## src/rtl/kanade_pkg.sv

```systemverilog
// kanade_pkg: shared arbitration mode constants and helpers for kanade blocks
package kanade_pkg;
  localparam int PRIO_FIXED = 0;
  localparam int PRIO_RR = 1;
  function automatic int clog2(input int v);
    int r;
    r = 0;
    while ((1 << r) < v) r++;
    return r;
  endfunction
endpackage

```

## src/rtl/kanade_rr_pick.sv

```systemverilog
// kanade_rr_pick: picks one requester, lowest index or first at/after a rotating pointer
module kanade_rr_pick
  import kanade_pkg::*;
#(
  parameter int N    = 2,
  parameter int MODE = PRIO_FIXED,
  parameter int IW   = (N > 1) ? clog2(N) : 1
) (
  input  logic [N-1:0]  req_i,
  input  logic [IW-1:0] ptr_i,
  output logic [N-1:0]  gnt_o,
  output logic [IW-1:0] idx_o
);
  logic found;
  logic [IW-1:0] j;
  // scan ports in priority order starting at index 0 or at the pointer
  always_comb begin
    gnt_o = '0;
    idx_o = '0;
    found = 1'b0;
    j = '0;
    for (int k = 0; k < N; k++) begin
      j = (MODE == PRIO_RR) ? IW'((int'(ptr_i) + k) % N) : IW'(k);
      if (!found && req_i[j]) begin
        found = 1'b1;
        gnt_o[j] = 1'b1;
        idx_o = j;
      end
    end
  end
endmodule

```

## src/rtl/kanade_mem_arbiter.sv

```systemverilog
// kanade_mem_arbiter: shares one single-port synchronous RAM among N requesters with tagged read return
module kanade_mem_arbiter
  import kanade_pkg::*;
#(
  parameter int N_PORTS     = 2,
  parameter int ADDR_W      = 32,
  parameter int DATA_W      = 32,
  parameter int RAM_LATENCY = 1,
  parameter int PRIO_MODE   = PRIO_FIXED
) (
  input  logic                              clk,
  input  logic                              reset_n,
  input  logic                              hold,
  input  logic [N_PORTS-1:0]                req,
  input  logic [N_PORTS-1:0]                we,
  input  logic [N_PORTS*ADDR_W-1:0]         addr,
  input  logic [N_PORTS*DATA_W-1:0]         wdata,
  output logic [N_PORTS-1:0]                gnt,
  output logic [N_PORTS-1:0]                rvalid,
  output logic [DATA_W-1:0]                 rdata,
  output logic [clog2(RAM_LATENCY+1)-1:0]   rd_pending,
  output logic [ADDR_W-3:0]                 ram_address,
  output logic [DATA_W-1:0]                 ram_data,
  output logic                              ram_wren,
  input  logic [DATA_W-1:0]                 ram_q
);
  localparam int IW = (N_PORTS > 1) ? clog2(N_PORTS) : 1;
  localparam int PW = clog2(RAM_LATENCY + 1);
  logic [N_PORTS-1:0] pick_gnt;
  logic [IW-1:0] pick_idx, rr_q, rr_d;
  logic [RAM_LATENCY-1:0] tv_q;
  logic [RAM_LATENCY:0] tv_d;
  logic [RAM_LATENCY-1:0][IW-1:0] tp_q;
  logic [RAM_LATENCY:0][IW-1:0] tp_d;
  logic [PW-1:0] cnt_q, cnt_d;
  logic issue, rd_issue, ret;

  kanade_rr_pick #(.N(N_PORTS), .MODE(PRIO_MODE), .IW(IW)) u_pick (
    .req_i (req),
    .ptr_i (rr_q),
    .gnt_o (pick_gnt),
    .idx_o (pick_idx)
  );

  // gated grant, RAM issue mux, tag exit decode and next-state for pointer, tags and counter
  always_comb begin
    issue = reset_n && !hold && |req;
    gnt = issue ? pick_gnt : '0;
    ram_address = issue ? addr[int'(pick_idx)*ADDR_W+2 +: ADDR_W-2] : '0;
    ram_data = issue ? wdata[int'(pick_idx)*DATA_W +: DATA_W] : '0;
    ram_wren = issue && we[pick_idx];
    rd_issue = issue && !we[pick_idx];
    ret = tv_q[RAM_LATENCY-1];
    rvalid = ret ? N_PORTS'(1) << tp_q[RAM_LATENCY-1] : '0;
    rdata = ret ? ram_q : '0;
    tv_d = {tv_q, rd_issue};
    tp_d = {tp_q, pick_idx};
    rr_d = !issue ? rr_q : (int'(pick_idx) == N_PORTS - 1) ? '0 : pick_idx + 1'b1;
    cnt_d = cnt_q + PW'(rd_issue) - PW'(ret);
  end

  // tag shift register, round-robin pointer and outstanding-read counter; reset drops in-flight reads
  always_ff @(posedge clk or negedge reset_n) begin
    if (!reset_n) begin
      tv_q <= '0;
      tp_q <= '0;
      rr_q <= '0;
      cnt_q <= '0;
    end else begin
      tv_q <= tv_d[RAM_LATENCY-1:0];
      tp_q <= tp_d[RAM_LATENCY-1:0];
      rr_q <= rr_d;
      cnt_q <= cnt_d;
    end
  end

  assign rd_pending = cnt_q;
endmodule

```

## config.mk

```make
export PLATFORM = sky130hd
export DESIGN_NAME = kanade_mem_arbiter
export DESIGN_NICKNAME = d
export VERILOG_FILES = /design/src/rtl/kanade_pkg.sv /design/src/rtl/kanade_rr_pick.sv /design/src/rtl/kanade_mem_arbiter.sv
export SDC_FILE = /design/constraint.sdc
export NUM_CORES = 1
export LEC_CHECK = 0
export BUFFER_PORTS_ARGS = -buffer_cell sky130_fd_sc_hd__buf_2
export CAP_MARGIN = 30
export CORE_AREA = 2 2 104 106
export DETAILED_ROUTE_END_ITERATION = 8
export DIE_AREA = 0 0 106 108
export PLACE_DENSITY = 0.54
export SLEW_MARGIN = 20
export SYNTH_ARGS = -nofsm -noshare
export SYNTH_HDL_FRONTEND = slang
export SYNTH_HIERARCHICAL = 1
export SYNTH_SLANG_ARGS = --single-unit
```

## constraint.sdc

```tcl
create_clock -name clk -period 3.6 [get_ports clk]
set_input_delay 0.72 -clock clk [delete_from_list [all_inputs] [get_ports clk]]
set_output_delay 0.72 -clock clk [all_outputs]
set_load 0.02 [all_outputs]
```

After elaboration in Yosys (flattened, before gate mapping). Index checks and enable logic that the tools add are counted.

Shift operators: 3. Magnitude comparators: 1. Reduce and logical (&&, ||, !) cells: 9. Multiplexer cells: 9. Add/sub/neg operators: 3.

Operator list (number): 32-bit 2-to-1 mux (2); 64-bit by 7-bit variable part select with 32-bit output (1); 64-bit by 8-bit variable part select with 30-bit output (1); 30-bit 2-to-1 mux (1); 6-bit by 2-bit adder with 7-bit output, second input constant (1); 1-bit logical AND (5); 1-bit 2-to-1 mux (4); 2-bit 2-to-1 mux (2); 1-bit zero test (3); 1-bit by 2-bit < comparator with 1-bit output, second input constant (1); 2-bit OR reduction (1); 1-bit by 1-bit left shift with 2-bit output, first input constant (1); 1-bit adder (1); 1-bit subtractor (1).

Logic and storage cells: 28. Output and inout port bits: 100. Bits of input ports: 167. Register bits after elaboration: 3.

Logic depth before layout (Yosys ltp).
Depth in word-level cells: 10. Depth in mapped cells: 5. Mapped depth without buffers: 4.

By module. The synthesis kept the hierarchy.

Modules (own cells, without submodules): kanade_mem_arbiter (area each 1470.2 um^2, cells each 193, seq. area each 100.1 um^2, times used 1); kanade_rr_pick (area each 28.8 um^2, cells each 3, seq. area each 0.0 um^2, times used 1).

Least setup slack after synthesis. Ideal clock, no wire load.

Path kind: input-to-output. Start point: input port hold. End point: output port ram_data[10]. Path buffers: 2. Required time: 2880 ps. Stages on the path: 5. Setup slack: 1205 ps. Data arrival time: 1675 ps. Cells stage by stage: nand2b_4 > or2_4 > buf_6 > buf_6 > nor2_1.

Longest elaborated chain between the ends: 4.

RTL lines: start: declaration (line kanade_mem_arbiter.sv:13) `input logic hold,`; 1-bit zero test (line kanade_mem_arbiter.sv:47) `issue = reset_n && !hold && |req;`; 1-bit logical AND (2 in series) (line kanade_mem_arbiter.sv:47); 32-bit 2-to-1 mux (line kanade_mem_arbiter.sv:50) `ram_data = issue ? wdata[int'(pick_idx)*DATA_W +: DATA_W] : '0;`; end: declaration (line kanade_mem_arbiter.sv:23) `output logic [DATA_W-1:0] ram_data,`.

No other way between the ends.

Worst setup path after layout.
Start point: input port req[0]. End point: output port ram_data[4].

Longest elaborated chain between the ends: 6. Elaborated cells on any way between the ends: 8. Those cells by class: shift (1); mux (3); reduce/logical (4).

RTL lines: start: declaration (line kanade_mem_arbiter.sv:14) `input logic [N_PORTS-1:0] req,`; 1-bit 2-to-1 mux (line kanade_rr_pick.sv:24) `if (!found && req_i[j]) begin`; 1-bit zero test (line kanade_rr_pick.sv:24); 1-bit logical AND (line kanade_rr_pick.sv:24); 1-bit 2-to-1 mux (line kanade_rr_pick.sv:24); 64-bit by 7-bit variable part select with 32-bit output (line kanade_mem_arbiter.sv:50); 32-bit 2-to-1 mux (*) (line kanade_mem_arbiter.sv:50).

Every way passes the cells marked *; elsewhere a longest branch is shown, timed or not.

==> run summary <==
maximum VDD drop - 87.4 µV
crit start category - input pin
largest net degree at the start of global routing - 40
Area Growth Syn to Fin - 98.1%
actual slew at the worst max-slew pin - 0.719 ns
Final Max Slew Viols - 0
Longest Clk Path Bufs - 2
worst setup margin - 0.818 ns
Final Hold Fails - 0
internal power - 271 µW
Combinational Power Share - 69.1%
Psw - 192 µW
max frequency - 359 MHz
final WL - 6020 µm
CTS tree - yes
Worst Skew - 0.0000288 ns
Pwr Total - 463 µW
clock tree sinks - 3
layout cell share with drive strength beyond 1 - 63.9%
Post-Synthesis Cells - 193
worst skew pair latency - 0.21 ns
FF-to-FF End - rd_pending
Num CTS Buffers - 3
Reg2Reg Depth - 2
Avg WL per Cell - 10.4 µm
Min-Delay Path Class - input pin to async pin
antenna violations before repair - 0
height of the die - 108 µm
Worst Setup EP - ram_data[4]
Tcrit/Tclk final - 77.3%
initial core utilization - 14.3%
initial drt markers - 87
Setup Viol. Count Final - 0
Core Box Area - 10200 µm²
Syn Nets - 360
CP required - 2.88 ns
nets@finish - 611
R2R Setup Slk - 2.34 ns
CP Launch Point - req[0]
Core Util, Final - 28.3%
first-pass GRT wire length - 8790 µm
syn avg cell area - 7.58 µm²
Final Instance Area - 2900 µm²
die area - 11400 µm²
synthesized cell area - 1460 µm²
fillers - 1118
unrepaired setup endpoints after global routing - no
cts-stage hold buffer count - 0
DPL Wire Length - 5320 µm
clock share of power - 20.7%
GR Overflow Total - 0
FF-to-FF Start - ret
Placement Cell Area - 2860 µm²
Pwr Density - 160 nW/µm²
setup TNS - 0 ns
Max-slew headroom - 52.0%
crit path capture type - primary output
global-route total usage across every layer - 9.22%
Synthesis Warnings - 6
Flop pwr share - 10.2%
Initial DRT Pass Iterations - 2
pre-CTS WS - 0.785 ns
Clk pin slew, worst setup/hold paths - 0.03 ns
Die Wd - 106 µm
IO Port Bufs - 262
GPL Wtd Cong - 0.750
root buf cell - clkbuf_8
maximum fanout along the worst path - 39
Via density - 3.87
n_diodes - 0
Top Ports - 267
WS Path Type - input pin to primary output
Routed Antenna Nets - 0
postcts setup bufs - 0
num rows - 37
Tmin final - 2.78 ns
Worst EP arrival - 2.06 ns
vias in the first global route - 2142
CTS resizes - 0
outcome - complete, no violations
residual DRC count - 0
vias - 2241
H-tree depth - 1
max-cap violations - 0
Sw Share - 41.6%
static leakage - 1.74 nW
layer usage:
layer  global-route usage [%]  wire (µm)  up-vias
met5                        0          0        -
met3                     1.57        617       10
met2                     20.6       3340      156
met4                     3.85        163        0
met1                     7.67       1890      950
li1                         -          -     1125
layout make-up:
cell class	count	area (µm²)	area share, %
sequential	3	75.1	2.59
clock buffer	4	45.0	1.55
multi-input combinational	169	1240	42.9
timing repair buffer	265	1360	46.9
inverter	2	7.51	0.259
tap	136	170	5.87
power groups by stage:
stage	sequential, mW	combinational [mW]	clock, mW
floorplan	0.0531	0.181	0
global placement	0.0480	0.318	0
detailed placement	0.0477	0.324	0
CTS	0.0474	0.325	0.0993
global route	0.0490	0.348	0.103
finish	0.0473	0.320	0.0960
per-stage QoR:
step / hold WS [ns] / instances
after floorplan: 0.424 / 193
after global placement: 0.543 / 575
after detailed placement: 0.547 / 575
after CTS: 0.321 / 579
after global routing: 0.325 / 579
final: 0.323 / 579
flip-flops by register name (all words and copies together) (netlist names):
| name | count |
|---|---|
| rd_pending | 1 |
| ret | 1 |
| tp_q | 1 |
cells in the final DEF, fill, tap and decap left out:
cell      instances
mux2i_1          62
nor2b_1           2
clkbuf_8          3
nor2_1           55
or2_4             1
inv_1             2
xnor2_1           2
clkbuf_1          1
buf_12            2
nor3_4            1
nor2b_4           1
dfrtp_1           3
nand2b_4          1
mux2_4            1
nor2_4           10
and2_1           33
buf_4             1
buf_2           262
worst min path at each step:
stage,end,depth (start not counted)
finish,tp_q,1
global route,tp_q,1
floorplan,rd_pending,0
CTS,ret,1
global placement,ret,1
detailed placement,ret,1
critical path, stage by stage:
cell	delay, ns
buf_2	0.13
nor2_1	0.22
or2_4	0.47
buf_12	0.28
nor2_1	0.07
buf_2	0.16
Note: power is estimated with default switching activity, not from simulation.
